==> src/rtl/prog_loader.sv <==
`default_nettype none
// ============================================================================
// Module   : prog_loader
// Purpose  : Writer side of the instruction memory. Parses a framed byte
//            stream (sync 0xA5, 14-bit length, N word byte-pairs, checksum),
//            writes each assembled 14-bit word to consecutive addresses from 0
//            and keeps the CPU on hold until a checksum-verified image is in.
// Ports    : clk, reset        - clock, synchronous active-high reset
//            in_valid_i        - in_data_i holds a byte this cycle
//            in_data_i         - stream byte
//            in_ready_o        - always 1, the loader never back-pressures
//            mem_we_o          - one-cycle instruction memory write strobe
//            mem_addr_o        - write address (word index)
//            mem_wdata_o       - write data (assembled word)
//            cpu_hold_o        - CPU held while high (every state but DONE)
//            done_o / error_o  - image accepted / frame rejected (sticky)
//            word_count_o      - words written in the current load
// Revision : 1.0 - initial release
// ============================================================================
module prog_loader #(
    parameter int ADDR_W    = 13,
    parameter int DATA_W    = 14,
    parameter int MAX_WORDS = 8192
) (
    input  logic              clk,
    input  logic              reset,
    input  logic              in_valid_i,
    input  logic [7:0]        in_data_i,
    output logic              in_ready_o,
    output logic              mem_we_o,
    output logic [ADDR_W-1:0] mem_addr_o,
    output logic [DATA_W-1:0] mem_wdata_o,
    output logic              cpu_hold_o,
    output logic              done_o,
    output logic              error_o,
    output logic [13:0]       word_count_o
);

    localparam logic [7:0]  c_SYNC      = 8'hA5;
    localparam logic [14:0] c_MAX_WORDS = 15'(MAX_WORDS);

    typedef enum logic [2:0] {
        S_IDLE    = 3'd0,
        S_LEN_HI  = 3'd1,
        S_LEN_LO  = 3'd2,
        S_DATA_HI = 3'd3,
        S_DATA_LO = 3'd4,
        S_CHECK   = 3'd5,
        S_DONE    = 3'd6,
        S_ERROR   = 3'd7
    } state_t;

    state_t              state_q, state_d;
    logic [13:0]         len_q, len_d;      // LEN_HI parked in [13:8] until LEN_LO arrives
    logic [5:0]          hi_q, hi_d;
    logic [7:0]          sum_q, sum_d;
    logic [13:0]         wc_q, wc_d;
    logic                we_q, we_d;
    logic [ADDR_W-1:0]   addr_q, addr_d;
    logic [DATA_W-1:0]   wdata_q, wdata_d;
    logic                done_q, done_d;
    logic                error_q, error_d;
    logic                hold_q, hold_d;

    logic [7:0]          w_sum;
    logic [13:0]         w_len;
    logic [13:0]         w_wc_inc;

    assign w_sum    = sum_q + in_data_i;
    assign w_len    = {len_q[13:8], in_data_i};
    assign w_wc_inc = wc_q + 14'd1;

    always_ff @(posedge clk) begin
        if (reset) begin
            state_q <= S_IDLE;
            len_q   <= '0;
            hi_q    <= '0;
            sum_q   <= '0;
            wc_q    <= '0;
            we_q    <= 1'b0;
            addr_q  <= '0;
            wdata_q <= '0;
            done_q  <= 1'b0;
            error_q <= 1'b0;
            hold_q  <= 1'b1;
        end else begin
            state_q <= state_d;
            len_q   <= len_d;
            hi_q    <= hi_d;
            sum_q   <= sum_d;
            wc_q    <= wc_d;
            we_q    <= we_d;
            addr_q  <= addr_d;
            wdata_q <= wdata_d;
            done_q  <= done_d;
            error_q <= error_d;
            hold_q  <= hold_d;
        end
    end

    always_comb begin
        state_d = state_q;
        len_d   = len_q;
        hi_d    = hi_q;
        sum_d   = sum_q;
        wc_d    = wc_q;
        we_d    = 1'b0;
        addr_d  = addr_q;
        wdata_d = wdata_q;
        done_d  = done_q;
        error_d = error_q;
        hold_d  = hold_q;

        if (in_valid_i) begin
            case (state_q)
                S_IDLE: begin
                    if (in_data_i == c_SYNC) begin
                        state_d = S_LEN_HI;
                    end
                end
                S_LEN_HI: begin
                    sum_d = w_sum;
                    if (in_data_i[7:6] != 2'b00) begin
                        state_d = S_ERROR;
                        error_d = 1'b1;
                    end else begin
                        len_d   = {in_data_i[5:0], 8'h00};
                        state_d = S_LEN_LO;
                    end
                end
                S_LEN_LO: begin
                    sum_d = w_sum;
                    len_d = w_len;
                    if ((w_len == 14'd0) || ({1'b0, w_len} > c_MAX_WORDS)) begin
                        state_d = S_ERROR;
                        error_d = 1'b1;
                    end else begin
                        state_d = S_DATA_HI;
                    end
                end
                S_DATA_HI: begin
                    sum_d = w_sum;
                    if (in_data_i[7:6] != 2'b00) begin
                        state_d = S_ERROR;
                        error_d = 1'b1;
                    end else begin
                        hi_d    = in_data_i[5:0];
                        state_d = S_DATA_LO;
                    end
                end
                S_DATA_LO: begin
                    // Write goes out the next cycle; the count before the
                    // increment is this word's address.
                    sum_d   = w_sum;
                    we_d    = 1'b1;
                    addr_d  = ADDR_W'(wc_q);
                    wdata_d = DATA_W'({hi_q, in_data_i});
                    wc_d    = w_wc_inc;
                    state_d = (w_wc_inc == len_q) ? S_CHECK : S_DATA_HI;
                end
                S_CHECK: begin
                    sum_d = w_sum;
                    if (w_sum == 8'h00) begin
                        state_d = S_DONE;
                        done_d  = 1'b1;
                        hold_d  = 1'b0;
                    end else begin
                        state_d = S_ERROR;
                        error_d = 1'b1;
                    end
                end
                S_DONE, S_ERROR: begin
                    // Restart: a new sync re-arms the loader from a clean slate.
                    if (in_data_i == c_SYNC) begin
                        state_d = S_LEN_HI;
                        done_d  = 1'b0;
                        error_d = 1'b0;
                        hold_d  = 1'b1;
                        wc_d    = '0;
                        sum_d   = '0;
                    end
                end
                default: begin
                    state_d = S_IDLE;
                end
            endcase
        end
    end

    assign in_ready_o   = 1'b1;
    assign mem_we_o     = we_q;
    assign mem_addr_o   = addr_q;
    assign mem_wdata_o  = wdata_q;
    assign cpu_hold_o   = hold_q;
    assign done_o       = done_q;
    assign error_o      = error_q;
    assign word_count_o = wc_q;

endmodule
`default_nettype wire

==> config.mk <==
export PLATFORM = sky130hd
export DESIGN_NAME = prog_loader
export DESIGN_NICKNAME = d
export VERILOG_FILES = /design/src/rtl/prog_loader.sv
export SDC_FILE = /design/constraint.sdc
export NUM_CORES = 1
export LEC_CHECK = 0
export CAP_MARGIN = 10
export CORE_MARGIN = 5
export CORE_UTILIZATION = 54
export DETAILED_ROUTE_END_ITERATION = 10
export HOLD_SLACK_MARGIN = 0.15
export PLACE_DENSITY = 0.79
export SLEW_MARGIN = 5
export SYNTH_ARGS = -nofsm -noshare
export SYNTH_HDL_FRONTEND = slang
export SYNTH_SLANG_ARGS = --single-unit
==> constraint.sdc <==
create_clock -name clk -period 3.2 [get_ports clk]
set_input_delay 0.64 -clock clk [delete_from_list [all_inputs] [get_ports clk]]
set_output_delay 0.64 -clock clk [all_outputs]
set_load 0.02 [all_outputs]
# --- Word-level counts from Yosys, hierarchy flattened ---
# Cells that the tools add are included.
classes:
  muxes: 24
  bitwise_logic: 3
  n_addsub: 2
  magnitude_cmp: 1
  n_eq_ne: 16
  n_reduce_logical: 24
ops:
  columns: ["op", "count"]
  rows:
  - ["14-bit case mux with 2 select lines", 2]
  - ["14-bit 2-to-1 mux", 2]
  - ["3-bit case mux with 6 select lines", 1]
  - ["8-bit case mux with 2 select lines", 1]
  - ["14-bit by 1-bit adder with 14-bit output, second input constant", 1]
  - ["14-bit equality test", 1]
  - ["14-bit > comparator, second input constant", 1]
  - ["14-bit zero test", 1]
  - ["3-bit equality test, second input constant", 4]
  - ["3-bit 2-to-1 mux", 4]
  - ["3-bit AND reduction", 4]
  - ["2-bit inequality test, second input constant", 5]
  - ["2-bit nonzero test", 5]
  - ["1-bit 2-to-1 mux", 9]
  - ["8-bit adder", 1]
  - ["8-bit equality test, second input constant", 1]
  - ["8-bit zero test", 1]
  - ["8-bit 2-to-1 mux", 1]
  - ["4-bit AND reduction", 2]
  - ["3-bit by 2-bit equality test with 1-bit output, second input constant", 2]
  - ["6-bit AND reduction", 1]
  - ["2-bit OR reduction", 3]
  - ["5-bit OR reduction", 1]
  - ["2-bit by 1-bit inequality test with 1-bit output, second input constant", 2]
  - ["other kinds (10)", 14]
totals:
  inputBits: 11
  wordCells: 82
  out_inout_bits: 46
  reg_bits: 76

# --- Longest topological paths before layout ---
depth:
  word_depth: 4
  ltp_mapped: 9
  mapped_depth_nobuf: 9

# --- Worst setup path after synthesis ---
# OpenSTA, ideal clock, no wires.
synth_timing:
  kind: "in2reg"
  from: "input port in_data_i[0]"
  to: "register error_q, in the netlist error_o"
  stages: 9
  setup_slack_ps: 592
  setup_ps: 58
  arrival_time_ps: 2550
  required_time_ps: 3142
  n_path_buf: 0
  cell_sequence: "ha_1 > fa_1 > a21o_1 > a21oi_1 > nor2b_1 > o311ai_0 > nor2_1 > a311o_1 > nand2_1"
synth_via:
  elab_chain_cells: 4
  elab_cells_between_ends: 10
  cone_classes: "1 x add/sub; 1 x order compare; 4 x eq/ne; 4 x reduce/logical"
synth_rtl:
  columns: ["item", "line_no", "text"]
  rows:
  - ["start: declaration", "28", "input logic [7:0] in_data_i,"]
  - ["8-bit adder, or another cell as far along", "69", "assign w_sum = sum_q + in_data_i;"]
  - ["8-bit zero test or 1-bit logical OR (tied branches)", "163, 134", null]
  - ["2-bit inequality test (no source line)", null, null]
  - ["6-bit AND reduction (no source line) *", null, null]
  - ["end signal: assignment", "96", "error_q <= error_d;"]
  - ["end: declaration", "62", "logic error_q, error_d;"]
# Mark *: on every way between the ends. The rest lies on a longest branch, timed or not.
# A chain may end at the register's enable or synchronous reset.

# --- Worst setup path in the final report ---
layout_timing:
  from: "input port in_data_i[0]"
  to: "register state_q[0]"
layout_via:
  elab_chain_cells: 4
  elab_cells_between_ends: 7
  cone_classes: "1 x add/sub; 2 x eq/ne; 2 x mux; 2 x reduce/logical"
layout_rtl:
  columns: ["item", "line_no", "text"]
  rows:
  - ["8-bit adder", "69", null]
  - ["8-bit zero test", "163", "if (w_sum == 8'h00) begin"]
  - ["1-bit 2-to-1 mux", "163", null]
  - ["3-bit case mux with 6 select lines", "115", "case (state_q)"]
  - ["end signal: assignment", "87", "state_q <= state_d;"]
  - ["end: declaration", "53", "state_t state_q, state_d;"]
# Several ways; a longest one is shown, not always the timed one.

==> results.txt <==
----------------------------------------------------
[Clocking]
  CTS buffer count ... 9
  Post-CTS Hold Fix Bufs ... 0
  CTS root buf ... sky130_fd_sc_hd__clkbuf_8
  Post-CTS Setup Bufs ... 0
  Count of instances resized after the clock tree is built ... 0
  Maximum buffer depth of the clock tree ... 2
  CTS tree ... done
  # clock sinks ... 76
  Insertion delay of the later-clocked pin in the worst-skew pair ... 0.35 ns
  Htree depth ... 3
  Clock transition at path regs ... around 0.09 ns

[Synthesis]
  Synth Net Count ... 500
  Synthesis warning total ... 0
  Ys async rst share ... 0
  Number of distinct library cell variants in the gate-level netlist after synthesis ... between 60 and 70
  Number of enable flip-flop cells after synthesis ... 0
  Top FF cell, synth ... sky130_fd_sc_hd__dfxtp_1
  Mapped Area ... just under 4000 µm²
  Number of instances in the synthesized netlist ... 480
  Yosys reg bits ... 76
  Average footprint of a synthesized cell ... just over 8 µm²
  Fraction of the yosys area taken by sequential cells ... 0.391

[Floorplanning]
  Die Span Y ... about 95 µm
  Floorplan core area ... 7140 µm²
  Number of ports placed on the die boundary ... between 50 and 60
  FP Rows ... 31
  Die ar. ... around 9000 µm²
  Chip Width ... 94.9 µm
  Starting density of the core ... 0.545

[Timing]
  Worst max-slew margin expressed relative to the limit ... 0.573
  Fin Hold WS ... 0.458 ns
  RSZ-0062 raised after global routing ... no
  Post-layout worst setup margin ... 0.263 ns
  Pins Over Slew Limit ... 0
  Clock Skews ... 0.00901 ns
  Shortest clock period the worst path allows after layout ... approximately 3 ns
  Tcrit/Tclk final ... 0.918
  Worst Tran Pin Value ... about 0.63 ns
  Maximum achievable frequency ... 340 MHz
  Final setup violation count ... 0
  Setup_tns ... 0 ns
  Final hold violations ... 0

[Place]
  Post-detailed-placement half-perimeter wirelength ... 7270 µm
  Buffers added on ports ... 55
  Routability congestion estimate ... ~0.89
  Dpl cells ... 626
  Placed instance area ... ~4600 µm²
  Setup WS pre-CTS ... -0.0838 ns

[Final layout]
  Syn-to-layout area delta ... 23.0%
  Commonest non-fill, non-tap cells in the layout ... sky130_fd_sc_hd__dfxtp_1, sky130_fd_sc_hd__nand2_1, sky130_fd_sc_hd__a21oi_1
  Number of antenna repair diodes ... 0
  Count of filler cells inserted in the layout ... 602
  Number of nets in the layout ... 558
  Final standard cell count with taps included and fillers excluded ... around 640
  Most common library cell in the layout ignoring fill and taps ... sky130_fd_sc_hd__dfxtp_1
  Utilization after layout ... 0.670
  Fraction of layout cells with a size suffix above 1 ... 0.0994
  Cell area after layout ... roughly 4800 µm²

[Run status]
  Result of the run ... completed

[Routing]
  Remaining number of nets flagged by the antenna check after routing ... 0
  Iteration-0 DRC Markers ... roughly 370
  Total vias in the final route ... between 3000 and 4000
  First-pass iteration count of the detailed router ... 5
  Vias per cell ... roughly 6
  Final routed DRC violation total ... 0
  Aggregate routed wire length ... roughly 10000 µm
  Routed len/inst ... 15.7 µm

[Run]
  Max capacitance violation total ... 0

[GRT]
  First-pass GRT wire length ... ~16000 µm
  All-layer global routing usage ... 0.230
  Overflow left after global routing ... 0
  Number of antenna violations at the first check in global routing ... 0
  Largest net degree at the start of global routing ... 37
  Number of global-route vias before repair ... 3500

[Critical path]
  Data required time of the critical path ... ~3.5 ns
  CP Cell Sequence ... clkdlybuf4s50_1 > ha_1 > fa_1 > a21o_1 > a21oi_1 > nor2b_1 > o311ai_0 > nor2_1 > a31oi_1 > a211o_1
  CP endpoint kind ... flip-flop
  CP max stage delay ... roughly 0.45 ns
  Worst setup path class ... in2reg
  Maximum net fanout on the critical path ... 4
  Cell at the slowest stage of the critical path ... sky130_fd_sc_hd__o311ai_0
  Worst endpoint data arrival time ... around 3.2 ns
  Kind of start point of the critical path ... input pin

[Pwr]
  Leakage power figure ... 1.83 nW
  Cell Pwr Density ... around 450 nW/µm²
  Maximum vdd ir drop ... between 0.3 and 0.4 mV
  Overall Power ... around 2.2 mW

[Min path]
  Min-Delay Path Class ... reg2reg

----------------------------------------------------
## report_power, final
part | switching [mW] | internal [mW] | total [mW]
Clock | 0.388 | 0.294 | 0.681
Sequential | 0.0485 | 0.987 | 1.04
Combinational | 0.256 | 0.192 | 0.449
## metal layers
metal,track usage,routed length (µm),vias up
met5,0,0,-
met2,0.405,5150,138
li1,-,-,1801
met4,0.0733,108,0
met3,0.0430,503,10
met1,0.283,4320,1792
## sequential cells by signal, summed over array words and instances (netlist names)
signal	cells
cpu_hold_o	1
mem_we_o	1
len_q	14
mem_addr_o	13
word_count_o	14
done_o	1
state_q	3
error_o	1
sum_q	8
mem_wdata_o	14
hi_q	6
## layout make-up
cell class,instances,area [µm²],area share
multi-input combinational,365,2200,0.461
sequential,76,1520,0.318
timing repair buffer,79,726,0.152
clock buffer,9,124,0.0259
tap,99,124,0.0259
clock inverter,7,57.6,0.0120
inverter,7,26.3,0.00549
## cells by family (layout without fill, tap and decap cells)
family,count (synthesis),after routing,synth area share
multiplexers,12,12,0.0309
buffers and inverters,39,102,0.0428
AO/OA/AOI/OAI,113,113,0.176
XOR/XNOR,26,26,0.0624
flip-flops,76,76,0.391
adder cells (fa/ha/maj),10,10,0.0335
AND/OR/NAND/NOR,203,203,0.262
other,1,1,0.000964
## synth_stat cells (2+ instances only)
cell type / instances / area share
sky130_fd_sc_hd__dfxtp_1: 76 / 0.39
sky130_fd_sc_hd__nand2_1: 75 / 0.072
sky130_fd_sc_hd__a21oi_1: 57 / 0.073
sky130_fd_sc_hd__nor2_1: 51 / 0.049
sky130_fd_sc_hd__clkbuf_1: 21 / 0.020
sky130_fd_sc_hd__xnor2_1: 16 / 0.036
sky130_fd_sc_hd__nand3_1: 15 / 0.019
sky130_fd_sc_hd__o21ai_0: 14 / 0.018
sky130_fd_sc_hd__mux2i_1: 12 / 0.031
sky130_fd_sc_hd__nor3_1: 12 / 0.015
sky130_fd_sc_hd__xor2_1: 9 / 0.020
sky130_fd_sc_hd__a22oi_1: 8 / 0.015
sky130_fd_sc_hd__ha_1: 8 / 0.026
sky130_fd_sc_hd__buf_2: 7 / 0.0090
sky130_fd_sc_hd__inv_1: 7 / 0.0068
sky130_fd_sc_hd__a31oi_1: 6 / 0.0097
sky130_fd_sc_hd__a21o_1: 5 / 0.0097
sky130_fd_sc_hd__nand2b_1: 5 / 0.0080
sky130_fd_sc_hd__nor2b_1: 5 / 0.0080
sky130_fd_sc_hd__nand3b_1: 4 / 0.0077
sky130_fd_sc_hd__nand4_1: 4 / 0.0064
sky130_fd_sc_hd__nor4_1: 4 / 0.0064
sky130_fd_sc_hd__a211o_1: 3 / 0.0068
sky130_fd_sc_hd__a211oi_1: 3 / 0.0058
sky130_fd_sc_hd__and3_1: 3 / 0.0048
sky130_fd_sc_hd__buf_4: 3 / 0.0058
sky130_fd_sc_hd__o311ai_0: 3 / 0.0068
sky130_fd_sc_hd__or3_1: 3 / 0.0048
sky130_fd_sc_hd__or4_1: 3 / 0.0058
sky130_fd_sc_hd__and4_1: 2 / 0.0045
sky130_fd_sc_hd__nand4b_1: 2 / 0.0045
sky130_fd_sc_hd__o211a_1: 2 / 0.0051
sky130_fd_sc_hd__or2_2: 2 / 0.0032
sky130_fd_sc_hd__or4_4: 2 / 0.0058
## critical path: cells and delay by family
kind	cells	cell delay (ns)
AND/OR/NAND/NOR	2	0.24
adder cells (fa/ha/maj)	2	0.65
buffers and inverters	1	0.43
AO/OA/AOI/OAI	5	1.27
## worst paths after layout
check	depth (start not counted)	startpoint	slack, ns	endpoint
hold reg to reg	2	mem_wdata_o[3]	0.46	mem_wdata_o[3]
setup / recovery	10	in_data_i[0]	0.26	state_q[0]
setup reg to reg	8	word_count_o[1]	0.48	state_q[1]
hold / removal	2	mem_wdata_o[3]	0.46	mem_wdata_o[3]
(Power assumes the default switching activity.)
